==> config.mk <==
export PLATFORM = sky130hd
export DESIGN_NAME = imm_decode_pipe
export DESIGN_NICKNAME = d
export VERILOG_FILES = /design/src/rtl/imm_decode_pipe.sv
export SDC_FILE = /design/constraint.sdc
export NUM_CORES = 1
export LEC_CHECK = 0
export CAP_MARGIN = 5
export CORE_MARGIN = 5
export CORE_UTILIZATION = 35
export DETAILED_ROUTE_END_ITERATION = 8
export PLACE_DENSITY_LB_ADDON = 0.2
export SLEW_MARGIN = 20
export SYNTH_ARGS = -nofsm -noshare
export SYNTH_HDL_FRONTEND = slang
export SYNTH_SLANG_ARGS = --single-unit
==> constraint.sdc <==
create_clock -name iClk -period 2.8 [get_ports iClk]
set_clock_uncertainty 0.1 [all_clocks]
set_input_delay 0.28 -clock iClk [delete_from_list [all_inputs] [get_ports iClk]]
set_output_delay 0.28 -clock iClk [all_outputs]
set_load 0.01 [all_outputs]
==> src/rtl/imm_decode_pipe.sv <==
// Pipelined RISC-V immediate decoder with a valid/ready handshake, flush and a PC-relative target.
// Optional macro IMM_ILLEGAL_EN adds the oIllegal flag; without it oIllegal is tied to 0.
module imm_decode_pipe #(
    parameter int XLEN   = 32,
    parameter int STAGES = 1
) (
    input  logic            iClk,
    input  logic            iRst,
    input  logic            iValid,
    output logic            oReady,
    input  logic [31:0]     iInstruction,
    input  logic [XLEN-1:0] iPc,
    input  logic            iFlush,
    output logic            oValid,
    input  logic            iReady,
    output logic [XLEN-1:0] oImm,
    output logic [2:0]      oFmt,
    output logic [XLEN-1:0] oTarget,
    output logic            oTargetValid,
    output logic            oIllegal
);
    localparam int LAST = STAGES - 1;

    localparam logic [2:0] FMT_NONE  = 3'd0;
    localparam logic [2:0] FMT_I     = 3'd1;
    localparam logic [2:0] FMT_S     = 3'd2;
    localparam logic [2:0] FMT_B     = 3'd3;
    localparam logic [2:0] FMT_U     = 3'd4;
    localparam logic [2:0] FMT_J     = 3'd5;
    localparam logic [2:0] FMT_SHAMT = 3'd6;

    localparam logic [6:0] OP_LOAD   = 7'b0000011;
    localparam logic [6:0] OP_JALR   = 7'b1100111;
    localparam logic [6:0] OP_IMM    = 7'b0010011;
    localparam logic [6:0] OP_IMM32  = 7'b0011011;
    localparam logic [6:0] OP_STORE  = 7'b0100011;
    localparam logic [6:0] OP_BRANCH = 7'b1100011;
    localparam logic [6:0] OP_LUI    = 7'b0110111;
    localparam logic [6:0] OP_AUIPC  = 7'b0010111;
    localparam logic [6:0] OP_JAL    = 7'b1101111;

    typedef struct packed {
        logic [XLEN-1:0] imm;
        logic [2:0]      fmt;
        logic [XLEN-1:0] target;
        logic            tgt_vld;
    } entry_t;

    // Build a full entry; every immediate is formed as a 32-bit value and sign-extended once.
    function automatic entry_t decode(input logic [31:0] inst, input logic [XLEN-1:0] pc);
        entry_t      e;
        logic [31:0] imm32;
        logic        is_shift;
        e        = '0;
        imm32    = 32'd0;
        is_shift = (inst[14:12] == 3'b001) || (inst[14:12] == 3'b101);
        case (inst[6:0])
            OP_LOAD, OP_JALR: begin
                e.fmt = FMT_I;
                imm32 = {{20{inst[31]}}, inst[31:20]};
            end
            OP_IMM: begin
                if (is_shift) begin
                    e.fmt = FMT_SHAMT;
                    imm32 = (XLEN == 64) ? {26'd0, inst[25:20]} : {27'd0, inst[24:20]};
                end else begin
                    e.fmt = FMT_I;
                    imm32 = {{20{inst[31]}}, inst[31:20]};
                end
            end
            OP_IMM32: begin
                if (XLEN != 64) begin
                    e.fmt = FMT_NONE;
                end else if (is_shift) begin
                    e.fmt = FMT_SHAMT;
                    imm32 = {27'd0, inst[24:20]};
                end else begin
                    e.fmt = FMT_I;
                    imm32 = {{20{inst[31]}}, inst[31:20]};
                end
            end
            OP_STORE: begin
                e.fmt = FMT_S;
                imm32 = {{20{inst[31]}}, inst[31:25], inst[11:7]};
            end
            OP_BRANCH: begin
                e.fmt = FMT_B;
                imm32 = {{20{inst[31]}}, inst[7], inst[30:25], inst[11:8], 1'b0};
            end
            OP_LUI, OP_AUIPC: begin
                e.fmt = FMT_U;
                imm32 = {inst[31:12], 12'd0};
            end
            OP_JAL: begin
                e.fmt = FMT_J;
                imm32 = {{12{inst[31]}}, inst[19:12], inst[20], inst[30:21], 1'b0};
            end
            default: begin
                e.fmt = FMT_NONE;
            end
        endcase
        e.imm     = XLEN'($signed(imm32));
        e.tgt_vld = (e.fmt == FMT_B) || (e.fmt == FMT_J) || (inst[6:0] == OP_AUIPC);
        if (e.tgt_vld) begin
            e.target = pc + e.imm;
        end else begin
            e.target = '0;
        end
        return e;
    endfunction

    logic [STAGES-1:0] valid_q;
    logic [STAGES-1:0] valid_d;
    entry_t            ent_q [STAGES];
    entry_t            ent_d [STAGES];
    entry_t            new_s;
    logic              load_last_s;
    logic              load_first_s;
    logic              in_fire_s;

    // Readiness ripples back from the output: a stage may load when empty or when it is draining.
    always_comb begin
        load_last_s = !valid_q[LAST] || iReady;
        if (STAGES == 2) begin
            load_first_s = !valid_q[0] || load_last_s;
        end else begin
            load_first_s = load_last_s;
        end
    end

    assign oReady    = load_first_s;
    assign in_fire_s = iValid && load_first_s && !iFlush;

    // Next-state for every stage; empty slots carry an all-zero payload.
    always_comb begin
        new_s   = decode(iInstruction, iPc);
        valid_d = valid_q;
        for (int k = 0; k < STAGES; k++) begin
            ent_d[k] = ent_q[k];
        end
        if (iFlush) begin
            valid_d = '0;
            for (int k = 0; k < STAGES; k++) begin
                ent_d[k] = '0;
            end
        end else begin
            if ((STAGES == 2) && load_last_s) begin
                valid_d[LAST] = valid_q[0];
                ent_d[LAST]   = ent_q[0];
            end else begin
                valid_d[LAST] = valid_q[LAST];
                ent_d[LAST]   = ent_q[LAST];
            end
            if (load_first_s) begin
                valid_d[0] = in_fire_s;
                ent_d[0]   = in_fire_s ? new_s : '0;
            end else begin
                valid_d[0] = valid_q[0];
                ent_d[0]   = ent_q[0];
            end
        end
    end

    // Stage registers.
    always_ff @(posedge iClk or posedge iRst) begin
        if (iRst) begin
            valid_q <= '0;
            for (int k = 0; k < STAGES; k++) begin
                ent_q[k] <= '0;
            end
        end else begin
            valid_q <= valid_d;
            for (int k = 0; k < STAGES; k++) begin
                ent_q[k] <= ent_d[k];
            end
        end
    end

    assign oValid       = valid_q[LAST];
    assign oImm         = ent_q[LAST].imm;
    assign oFmt         = ent_q[LAST].fmt;
    assign oTarget      = ent_q[LAST].target;
    assign oTargetValid = ent_q[LAST].tgt_vld;

`ifdef IMM_ILLEGAL_EN
    logic [STAGES-1:0] illegal_q;
    logic [STAGES-1:0] illegal_d;
    logic              illegal_s;

    // Illegal flag travels alongside its entry using the same load conditions.
    always_comb begin
        illegal_s = (new_s.fmt == FMT_NONE) || (iInstruction[1:0] != 2'b11);
        illegal_d = illegal_q;
        if (iFlush) begin
            illegal_d = '0;
        end else begin
            if ((STAGES == 2) && load_last_s) begin
                illegal_d[LAST] = illegal_q[0];
            end else begin
                illegal_d[LAST] = illegal_q[LAST];
            end
            if (load_first_s) begin
                illegal_d[0] = in_fire_s && illegal_s;
            end else begin
                illegal_d[0] = illegal_q[0];
            end
        end
    end

    // Illegal flag register.
    always_ff @(posedge iClk or posedge iRst) begin
        if (iRst) begin
            illegal_q <= '0;
        end else begin
            illegal_q <= illegal_d;
        end
    end

    assign oIllegal = illegal_q[LAST];
`else
    assign oIllegal = 1'b0;
`endif

endmodule

==> metrics.txt <==
final worst slack -1.07 ns; clock transition at the registers of the reported paths 0.06 ns; YS warnings 0; Setup WS pre-CTS -1.90 ns; Seq/Total Area, Yosys 0.318; GPL Wtd Cong 0.902; status finished with violations; Cells after Synth 658; total CTS buffers 9; minimum clock period 3.87 ns; Crit-path slowest cell a311o_1; Final Max Tran Viols 0; Reg-to-Reg Start oValid; Hold Crit Class input pin to async pin; Routed WL per cell 18.5 µm; die area 18100 µm²; Worst-Margin Slew 0.533 ns; site row count 45; port bufs 138; Avg Cell Area, Syn 8.25 µm²; RSZ-0062 raised after global routing true; Initial Util 0.357; nets 1080; critical path class input pin to flip-flop; vias after detailed routing 6510; Pwr Density 323 nW/µm²; Vias/cell 5.48; GRT Total Usage 0.237; clk buf depth 2; R2R depth 7; violated checks setup timing; WHS 0.242 ns; Design Power 0.00306 W; DRT iter0 DRCs 567; Clock Latency Late Sink 0.34 ns; WP data arrival 4.01 ns; FF/Latch Area 1730 µm²; fmax 259 MHz; # clock sinks 69; vias in the first global route 6633; largest net degree at the start of global routing 70; Critical Path, Cell by Cell buf_6 -> and3b_2 -> buf_6 -> o211a_4 -> or2_4 -> and2_4 -> ha_4 -> buf_6 -> o21ai_2 -> nand2b_1 -> buf_6 -> buf_6 -> nand4_1 -> and4_4 -> a31oi_4 -> a311o_1 -> a31o_2 -> o2111a_2 -> o311ai_4 -> nand3_1 -> a32o_1; H-Tree Level Count 3; register bit total from synthesis 69; Net Count, Synth 743; period utilization 1.38; area of the core 15200 µm²; CTS Root Cell clkbuf_16; # setup viols final 23; initial antenna violation count 0; synth unique cells 81; # diodes 0; most frequent cells in the layout 197 x buf_4, 129 x clkdlybuf4s50_1, 91 x nand2_1; synth-to-layout area growth 74.9%; CP Max Fanout 7; Crit. End Element flip-flop; antenna-violating nets left 0; peak supply drop 0.286 mV; Die Ht 135 µm; most used cell, CP buf_6; ys flop type dfrtp_1; layout filler cell count 1328; total grt overflow 0; Synth async-reset ratio 1.00; setup_tns -18.81 ns; die width 135 µm; dpl hpwl 16.2 mm; Rel. slew slack 0.643; commonest non-fill, non-tap cell in the layout buf_4; CP Launch Type input pin; Setup crit end oTarget[27]; layout cells sized above 1 0.331; Critical Path Max Stage Delay 0.42 ns; Multi-input gate area 3880 µm²; FF-to-FF End oTarget[28]; LEAKAGE 4.27 nW; area of placed instances 8480 µm²; WL final 22.0 mm; DRC 0; DRT Pass-1 Iters 5; Fin. Hold Viols 0; crit path from iInstruction[4]; I/O pin total 140; flop-to-flop setup slack 0.72 ns; CTS tree yes; first-pass GRT wire length 34.4 mm; Max Cap Violations 0; Mapped Area 5430 µm²; Critical Path RT 2.94 ns; Design Area, Final 9490 µm²; number of synthesized flops with an enable pin 0
[cell families after synthesis]
logic type / share of synthesized area
and+or+nand+nor: 0.203
buffers and inverters: 0.0463
DFF: 0.318
AOI/OAI and AO/OA: 0.304
muxes: 0.0113
xor gates and xnor gates: 0.0645
other: 0.000691
adders and majority gates: 0.0514
[cells in the mapped netlist (all sizes together), types with 3 or more instances]
cell     count  area (µm²)
and3b        3        26.3
or3          4        25.0
dfrtp       69        1730
a32o         4        40.0
nand2b      14        87.6
clkbuf      33         124
a31oi       15         100
o21a         5        37.5
nor2b       10        62.6
ha          15         188
a21boi       4        30.0
buf          7        48.8
o21ai       52         264
o21bai       6        45.0
mux2i        5        50.1
inv         21        78.8
a211oi       3        35.0
and3         6        38.8
or2          8        52.6
a22oi        5        37.5
and2         6        37.5
o2111ai      3        26.3
nor3b        5        42.5
nor2        35         131
xor2        11        96.3
a21o         5        37.5
maj3         7        71.3
o211ai      10        75.1
nand2       96         365
xnor2       29         254
nor3         9        45.0
o31ai        9        81.3
nand3b       4        30.0
a22o        36         315
o22ai       11        68.8
nand3       14        70.1
a2bb2oi      3        26.3
a21oi       38         194
[power breakdown]
part	switching [W]	total (W)	internal, W	leakage, nW
registers	0.00000316	0.00101	0.00100	0.962
clock network	0.000486	0.00132	0.000831	0.166
logic	0.000359	0.000741	0.000382	3.15
[layout make-up]
cell class	instances	area share
multi-input cells	528	0.409
clock buffers	11	0.0266
well taps	188	0.0248
inverters	21	0.00830
repair buffers	366	0.341
clock inverters	5	0.00870
flip-flops and latches	69	0.182
[worst min-delay path by stage]
| stage | to | slack (ns) |
|---|---|---|
| final | oTarget[25] | 0.24 |
| after global placement | oTargetValid | 0.36 |
| after CTS | oImm[25] | 0.27 |
| after floorplan | oValid | 0.25 |
| after global routing | oImm[25] | 0.28 |
| after detailed placement | oTarget[6] | 0.37 |
[metal layers]
layer | GRT usage | vias up | share of wire
met5 | 0 | - | 0
met4 | 0.0843 | 0 | 0.029
met3 | 0.0410 | 47 | 0.063
met2 | 0.384 | 228 | 0.46
met1 | 0.319 | 3143 | 0.45
li1 | - | 3092 | -
[registers in the layout, indices dropped and copies added, names as in the netlist]
name and flops:
oFmt 3, oImm 32, oTarget 32, oTargetValid 1
oValid 1
[timing repair]
item                                    CTS  global route
endpoints found under the hold margin     0             0
setup buffers                            36            12
resized for setup                        89            48
cloned                                    0             0
hold buffers                              0             0
endpoints found under the setup margin   26            25
pin swaps                                59            56
[through the flow]
stage	util	cells
5_1_grt	0.625	1188
3_3_place_gp	0.558	1137
6_report	0.625	1188
4_1_cts	0.613	1187
3_5_place_dp	0.558	1137
2_1_floorplan	-	658
[critical path: cells and delay by family]
family | cells | cell delay (ns)
buffers and inverters | 5 | 0.59
adders and majority gates | 1 | 0.15
AOI/OAI and AO/OA | 8 | 1.79
and+or+nand+nor | 7 | 1.20
No activity file was read; power rests on OpenSTA's default activity.
